==> config.mk <==
export PLATFORM = sky130hd
export DESIGN_NAME = ula_seq_arbiter
export DESIGN_NICKNAME = d
export VERILOG_FILES = /design/src/rtl/ula_seq_arbiter.sv
export SDC_FILE = /design/constraint.sdc
export NUM_CORES = 1
export LEC_CHECK = 0
export CORE_ASPECT_RATIO = 0.9
export CORE_MARGIN = 8
export CORE_UTILIZATION = 45
export DETAILED_ROUTE_END_ITERATION = 12
export HOLD_SLACK_MARGIN = 0.05
export PLACE_DENSITY = 0.86
export SYNTH_ARGS = -nofsm -noshare
export SYNTH_HDL_FRONTEND = slang
export SYNTH_SLANG_ARGS = --single-unit
==> constraint.sdc <==
create_clock -name clk -period 1.53 [get_ports clk]
set_input_delay 0.306 -clock clk [delete_from_list [all_inputs] [get_ports clk]]
set_output_delay 0.306 -clock clk [all_outputs]
set_load 0.01 [all_outputs]
==> src/rtl/ula_seq_arbiter.sv <==
// ula_seq_arbiter: round-robin arbiter that time-shares an external 2-bit ULA
// slice between two requesters. Each granted WIDTH-bit add runs LSB-first,
// one 2-bit digit per cycle, with the inter-digit carry held in carry_q.
module ula_seq_arbiter #(
    parameter int WIDTH = 8
) (
    input  logic             clk,
    input  logic             rst,
    input  logic [1:0]       req,
    input  logic [WIDTH-1:0] req_a0,
    input  logic [WIDTH-1:0] req_b0,
    input  logic             req_cin0,
    input  logic [WIDTH-1:0] req_a1,
    input  logic [WIDTH-1:0] req_b1,
    input  logic             req_cin1,
    output logic [1:0]       gnt,
    output logic [1:0]       done,
    output logic [WIDTH-1:0] res_sum,
    output logic             res_cout,
    output logic             busy,
    output logic [1:0]       ula_a,
    output logic [1:0]       ula_b,
    output logic [1:0]       ula_cin,
    input  logic [1:0]       ula_sum,
    input  logic [1:0]       ula_cout
);

    localparam int DIGITS = WIDTH / 2;
    localparam int KW     = (DIGITS > 1) ? $clog2(DIGITS) : 1;
    localparam logic [KW-1:0] K_LAST = KW'(DIGITS - 1);

    typedef enum logic [1:0] {
        IDLE = 2'd0,
        RUN  = 2'd1,
        DONE = 2'd2
    } state_t;

    state_t           state;
    logic [WIDTH-1:0] a_q;
    logic [WIDTH-1:0] b_q;
    logic [WIDTH-1:0] sum_q;
    logic             carry_q;
    logic [KW-1:0]    k;
    logic             owner;
    logic             rr_last;
    logic             grant_id;
    logic [WIDTH+1:0] sum_ext;

    // Pick the winner: on a tie the requester that did not win last time.
    always_comb begin
        grant_id = req[1];
        if (req == 2'b11) begin
            grant_id = ~rr_last;
        end
    end

    // Grant is a same-cycle pulse so operands are captured on this edge.
    assign gnt = (state == IDLE && req != 2'b00) ? (grant_id ? 2'b10 : 2'b01) : 2'b00;

    assign busy = (state != IDLE);

    // Operands shift right each digit, so the current digit is always bits [1:0].
    assign ula_a   = (state == RUN) ? a_q[1:0] : 2'b00;
    assign ula_b   = (state == RUN) ? b_q[1:0] : 2'b00;
    assign ula_cin = {ula_cout[0], (state == RUN) & carry_q};

    // New digit enters at the top; after DIGITS shifts digit k sits at [2k+1:2k].
    assign sum_ext = {ula_sum, sum_q};

    // Control FSM, operand/sum shift registers and registered results.
    always_ff @(posedge clk or posedge rst) begin
        if (rst) begin
            state    <= IDLE;
            a_q      <= '0;
            b_q      <= '0;
            sum_q    <= '0;
            carry_q  <= 1'b0;
            k        <= '0;
            owner    <= 1'b0;
            rr_last  <= 1'b1;
            done     <= '0;
            res_sum  <= '0;
            res_cout <= 1'b0;
        end else begin
            done <= '0;
            case (state)
                IDLE: begin
                    if (req != 2'b00) begin
                        owner   <= grant_id;
                        rr_last <= grant_id;
                        a_q     <= grant_id ? req_a1 : req_a0;
                        b_q     <= grant_id ? req_b1 : req_b0;
                        carry_q <= grant_id ? req_cin1 : req_cin0;
                        k       <= '0;
                        state   <= RUN;
                    end
                end
                RUN: begin
                    a_q     <= a_q >> 2;
                    b_q     <= b_q >> 2;
                    sum_q   <= sum_ext[WIDTH+1:2];
                    carry_q <= ula_cout[1];
                    k       <= k + 1'b1;
                    if (k == K_LAST) begin
                        // Results load on the last digit edge so they are
                        // already valid in the cycle done is high.
                        state    <= DONE;
                        done     <= owner ? 2'b10 : 2'b01;
                        res_sum  <= sum_ext[WIDTH+1:2];
                        res_cout <= ula_cout[1];
                    end
                end
                DONE: begin
                    state <= IDLE;
                end
                default: begin
                    state <= IDLE;
                end
            endcase
        end
    end

endmodule

==> flow_metrics.tcl, run 1 <==
set metrics [dict create \
    status "finished with violations" \
    violations "negative setup slack" \
    die_h_um 76.8 \
    power.total_mw 4.85 \
    required_ps 1220 \
    finalHoldViolCount 0 \
    syn-instance-count 171 \
    antenna_cells 0 \
    grt_pass1_wl_um 7390 \
    fin_crit_ps 1540 \
    dpl_cell_area_mm2 0.00255 \
    maxCapViolCount 0 \
    p_sw_share_pct 35.5 \
    start_util_pct 45.9 \
    design_area_mm2 0.00271 \
    drcViolationCount 0 \
    ys_ff_latch 40 \
    whs_ps 341 \
    cp.arrival_ps 1240 \
    syn_area_mm2 0.00185 \
    synth.avg_cell_area_um2 10.8 \
    rrSetupSlack_ps 0 \
    dp_slack_ps -504 \
    nNetsFinal 286 \
    grt_pass1_vias 1627 \
    viasPerCell 5.16 \
    cpMaxStageDelayCell "dfstp_2" \
    p_leak_nw 1.34 \
    initialDrtViolationCount 61 \
    crit-reg2reg-launch "state[1]$_DFFE_PP0P_" \
    syn-num-nets 214 \
    endpoint_kind "primary output" \
    finish.utilization_pct 67.3 \
    dp.cells 282 \
    drive_above_1_share_pct 18.0 \
    final_common_cell "clkdlybuf4s50_1" \
    cts_num_sinks 40 \
    fill_cells 317 \
    crit_end "gnt[0]" \
    cts_htree_levels 2 \
    slew_violations 0 \
    crit_start "rr_last$_DFFE_PP1N_" \
    dieWidth_um 83.5 \
    synthAdderAreaFrac_pct 0.678 \
    vias 1508 \
    insertion_delay_ps 290 \
    critPathMaxFanout 3 \
    rsz0062_at_grt "yes" \
    relSlewSlack_pct 80.9 \
    ir_drop_mv 1.31 \
    port_buffers 59 \
    yosys.cell_types.count 29 \
    root_buffer "clkbuf_8" \
    crit_path_max_incr_delay_ps 570 \
    worst_slack_ps -14.1 \
    layout_common_cells "clkdlybuf4s50_1 (41), dfrtp_1 (39), nand2_1 (35), mux2i_1 (21), buf_4 (15)" \
    synth_compound_area_share_pct 11.0 \
    antenna_found_initial 0 \
    max_freq_mhz 648 \
    synth.area.mux_share_pct 16.9 \
    cp-start-kind "register" \
    top_level_ports 62 \
    critPathKind "reg2out" \
    firstDrtPassIters 4 \
    synth_seq_area_share_pct 54.3 \
    netlist.area_leader.share_pct 52.9 \
    gr-total-overflow 0 \
    grt_max_degree 26 \
    num_rows 22 \
    synth.largest_area_cell "dfrtp_1" \
    dieArea_mm2 0.00641 \
    p_seq_share_pct 37.6 \
    routed_wl_um 4500 \
    reg2reg_depth 5 \
    cts.clk_slew.worst_paths_ps 70 \
    r2r-end "k[1]$_DFFE_PP0P_" \
    grtUsageTotal_pct 14.1 \
    p_switching_mw 1.72 \
    synth_xor_area_share_pct 0 \
    finalSetupViolCount 3 \
    fin_crit_sh_pct 101 \
    cts-buffers-inserted 5 \
    comb_power_share_pct 45.3 \
    core_mm2 0.00402 \
    synth-simple-area-share_pct 11.5 \
    tightest_slew_ps 286 \
    final_antenna_net_count 0 \
    cts_hold_buf 0 \
    cts_buffer_depth 2 \
    gp_congestion 0.782 \
    syn2layout_area_growth_pct 46.6 \
    power_density_mw_per_mm2 1790 \
    skew_ps 5.21 \
    fin_cells 292 \
    crit_chain "a21boi_4 > nor2_2 > buf_2" \
    yosysWarnings 0 \
    clock_power_share_pct 17.1 \
    hold_path.class "in2async" \
    wire_per_inst_um 15.4 \
    synth_top_family_by_area "multiplexers" \
    synthTopCellsByArea "dfrtp_1 (53%), mux2i_1 (11%), nand2_1 (7.3%)" \
    tns_ps -18.0 \
    dpl.hpwl_um 3290 \
    cts_tree "yes" \
    p_int_mw 3.13 \
]
## worst max-delay path: cells and delay by family, from the launching register on
family	cells	cell delay (ps)
compound gates	1	70
flops	1	570
buf+inv	1	160
simple gates	1	150
## Yosys cell counts (all sizes together)
cell type,n
inv,8
o211ai,8
a31oi,1
a21boi,1
clkbuf,4
o21ai,12
mux2,9
a31o,1
ha,1
o221ai,5
nand2,36
dfstp,1
and2b,1
nor2,9
mux2i,21
nor3,1
buf,7
nand2b,1
and3,1
a21o,1
a21oi,1
dfrtp,39
and2,2
## layout make-up
| class | count | area, um2 | share of cell area (%) |
|---|---|---|---|
| Tap cell | 48 | 60.1 | 2.22 |
| Timing Repair Buffer | 76 | 718 | 26.5 |
| Clock inverter | 2 | 35.0 | 1.30 |
| Multi-Input combinational cell | 112 | 787 | 29.1 |
| Inverter | 8 | 30.0 | 1.11 |
| Sequential cell | 40 | 1000 | 37.0 |
| Clock buffer | 6 | 72.6 | 2.68 |
## registers in the layout (all words and copies together) (netlist names)
register / cells
rr_last: 1
done: 2
carry_q: 1
b_q: 8
res_cout: 1
a_q: 8
state: 2
k: 2
owner: 1
sum_q: 6
res_sum: 8
## per-layer routing
metal	share of wire (%)	vias to the layer above	track usage, %
met5	0	-	0
met4	1.7	0	6.72
met3	5.9	6	5.39
met2	48	48	22.9
met1	44	722	16.0
li1	-	732	-
## how the worst min path moves through the flow
stage	end	slack, ps	cells past startpoint
after floorplan	rr_last$_DFFE_PP1N_	380	1
after global placement	done[0]$_DFF_PP0_	430	1
after detailed placement	done[0]$_DFF_PP0_	440	1
after CTS	res_sum[0]$_DFFE_PP0P_	340	3
after global routing	sum_q[4]$_DFFE_PP0P_	360	3
final	res_sum[6]$_DFFE_PP0P_	340	3
## power by group through the flow
stage                     sequential (mW)  combinational, mW  clock, mW
final                                1.82               2.20      0.830
after global routing                 1.89               2.41      0.888
after CTS                            1.81               2.19      0.845
after detailed placement             1.83               2.17          0
after global placement               1.79               2.09          0
after floorplan                      1.83               1.18          0
## logic make-up (layout without fill, tap and decap cells)
logic type | count (synthesis) | after routing
AO/OA/AOI/OAI | 30 | 30
adder cells (fa/ha/maj) | 1 | 1
buffers and inverters | 19 | 92
flip-flops | 40 | 40
multiplexers | 30 | 30
AND/OR/NAND/NOR | 51 | 51
## timing repair
action,4_1_cts,5_1_grt
resized for setup,36,19
endpoints found under the hold margin,0,0
setup endpoints to repair,22,25
buffers inserted,1,1
pin swaps,2,3
Power figures use the tool's default switching activity.
==> run 2: changes to the inputs <==
--- a/config.mk
+++ b/config.mk
@@ -7,10 +7,11 @@
 export LEC_CHECK = 0
 export CORE_ASPECT_RATIO = 0.9
 export CORE_MARGIN = 8
-export CORE_UTILIZATION = 45
+export CORE_UTILIZATION = 61
 export DETAILED_ROUTE_END_ITERATION = 12
+export DONT_BUFFER_PORTS = 1
 export HOLD_SLACK_MARGIN = 0.05
-export PLACE_DENSITY = 0.86
+export PLACE_DENSITY = 0.84
 export SYNTH_ARGS = -nofsm -noshare
 export SYNTH_HDL_FRONTEND = slang
 export SYNTH_SLANG_ARGS = --single-unit
==> run 2 against run 1 <==
  * The run still ends with negative setup slack left
  * Worst hold slack worse by 280 ps
  * Fmax down 0.63%
  * Clock power down 33%
  * Critical path type unchanged
  * Highest routed layer unchanged
==> flow_metrics.tcl, run 2 (synthesized netlist as in run 1, its figures left out) <==
set metrics [dict create \
    min_to "sum_q[6]$_DFFE_PP0P_" \
    antenna_found_initial 0 \
    max_freq_mhz 644 \
    port_buffers 0 \
    dieArea_mm2 0.00504 \
    cts_num_sinks 40 \
    dpl_cell_area_mm2 0.00195 \
    vias 1321 \
    start_util_pct 62.1 \
    gr-total-overflow 0 \
    status "finished with violations" \
    rrSetupSlack_ps 120 \
    firstDrtPassIters 4 \
    critPathKind "reg2out" \
    crit_chain "a21boi_2 > buf_12 > and2_4" \
    worst_slack_ps -23.9 \
    r2r-end "a_q[3]$_DFFE_PP0P_" \
    drive_above_1_share_pct 22.3 \
    cpMaxStageDelayCell "dfstp_2" \
    skew_ps 5.15 \
    p_leak_nw 1.00 \
    cts-buffers-inserted 5 \
    drcViolationCount 0 \
    grt_max_degree 41 \
    cts_tree "yes" \
    root_buffer "clkbuf_4" \
    num_rows 19 \
    syn2layout_area_growth_pct 14.2 \
    final_common_cell "dfrtp_1" \
    grtUsageTotal_pct 17.3 \
    critPathBufInv 1 \
    top_level_ports 62 \
    maxCapViolCount 0 \
    fin_crit_ps 1550 \
    multi_input_area_um2 779 \
    routed_wl_um 4100 \
    hold_depth 2 \
    design_area_mm2 0.00211 \
    antenna_cells 0 \
    dieWidth_um 74.0 \
    power_density_mw_per_mm2 2010 \
    gp_congestion 0.768 \
    cts.clk_slew.worst_paths_ps 110 \
    slew_violations 0 \
    critPathMaxFanout 3 \
    cp.arrival_ps 1250 \
    largest_registers "a_q: 8 flops, b_q: 8 flops, res_sum: 8 flops" \
    finalHoldViolCount 0 \
    fill_cells 217 \
    cts_buffer_depth 2 \
    min_from "ula_sum[0]" \
    grt_pass1_wl_um 6530 \
    wire_per_inst_um 17.8 \
    ir_drop_mv 1.05 \
    required_ps 1220 \
    dpl.hpwl_um 3000 \
    cts_htree_levels 2 \
    grt_pass1_vias 1356 \
    viasPerCell 5.74 \
    violations "negative setup slack" \
    cp-start-kind "register" \
    relSlewSlack_pct 67.8 \
    rsz0062_at_grt "yes" \
    die_h_um 68.2 \
    crit_path_max_incr_delay_ps 560 \
    tightest_slew_ps 484 \
    initialDrtViolationCount 91 \
    crit-reg2reg-launch "rr_last$_DFFE_PP1N_" \
    regArea_mm2 0.00100 \
    insertion_delay_ps 350 \
    finalSetupViolCount 3 \
    reg2reg_depth 5 \
    endpoint_kind "primary output" \
    fin_crit_sh_pct 102 \
    final_antenna_net_count 0 \
    hold_path.class "in2reg" \
    finish.utilization_pct 70.9 \
    crit_family "flip-flops" \
    core_mm2 0.00297 \
    layout_common_cells "dfrtp_1 (37), nand2_1 (35), mux2i_1 (21), buf_4 (14), mux2_1 (9)" \
    nNetsFinal 230 \
]
run 2: through the flow:
step / instances / hold WS [ps] / total power, mW / setup TNS [ps] / worst slack (ps)
6_report: 230 / 64.3 / 4.24 / -35.4 / -23.9
3_3_place_gp: 217 / 330 / 3.40 / 0 / 127
3_5_place_dp: 217 / 341 / 3.54 / 0 / 31.1
2_1_floorplan: 171 / 376 / 3.02 / 0 / 128
4_1_cts: 229 / 50.1 / 4.14 / -342 / -59.8
5_1_grt: 230 / 68.4 / 4.56 / -408 / -69.3
run 2: how the worst max path moves through the flow:
stage | slack (ps) | cells past startpoint | to | start
floorplan | 130 | 4 | gnt[0] | state[0]$_DFFE_PP0P_
global placement | 130 | 3 | res_sum[1]$_DFFE_PP0P_ | state[1]$_DFFE_PP0P_
detailed placement | 30 | 3 | res_sum[7]$_DFFE_PP0P_ | state[1]$_DFFE_PP0P_
CTS | -60 | 3 | ula_b[0] | state[1]$_DFFE_PP0P_
global route | -70 | 3 | ula_a[0] | state[1]$_DFFE_PP0P_
finish | -20 | 3 | gnt[1] | rr_last$_DFFE_PP1N_
run 2: what timing repair did:
| action | 4_1_cts | 5_1_grt |
|---|---|---|
| gates resized for setup | 4 | 14 |
| setup endpoints to repair | 7 | 25 |
| endpoints found under the hold margin | 40 | 0 |
| setup buffers | 2 | 1 |
| pin swaps | 3 | 0 |
| hold buffers | 2 | 0 |
run 2: final cells by class:
cell class	instances	share of cell area (%)
Tap cell	42	2.49
Clock inverter	2	0.475
Sequential cell	40	47.7
Clock buffer	6	2.43
Multi-Input combinational cell	112	37.0
Timing Repair Buffer	20	8.49
Inverter	8	1.43
run 2: where the power goes:
part	switching (mW)	internal [mW]	leakage (nW)
Sequential	0.375	1.56	0.496
Clock	0.336	0.219	0.0380
Combinational	0.947	0.805	0.469
run 2: per-layer routing:
| layer | track usage (%) | share of wire [%] |
|---|---|---|
| met1 | 19.7 | 38 |
| met2 | 27.9 | 49 |
| met3 | 8.93 | 11 |
| met4 | 5.47 | 1.3 |
| met5 | 0 | 0 |
run 2: worst register-to-register path, stage by stage (launching register included):
cell and delay, ps:
dfstp_2 390, a21boi_2 170, buf_12 130, buf_6 220, mux2i_1 280, o211ai_1 110
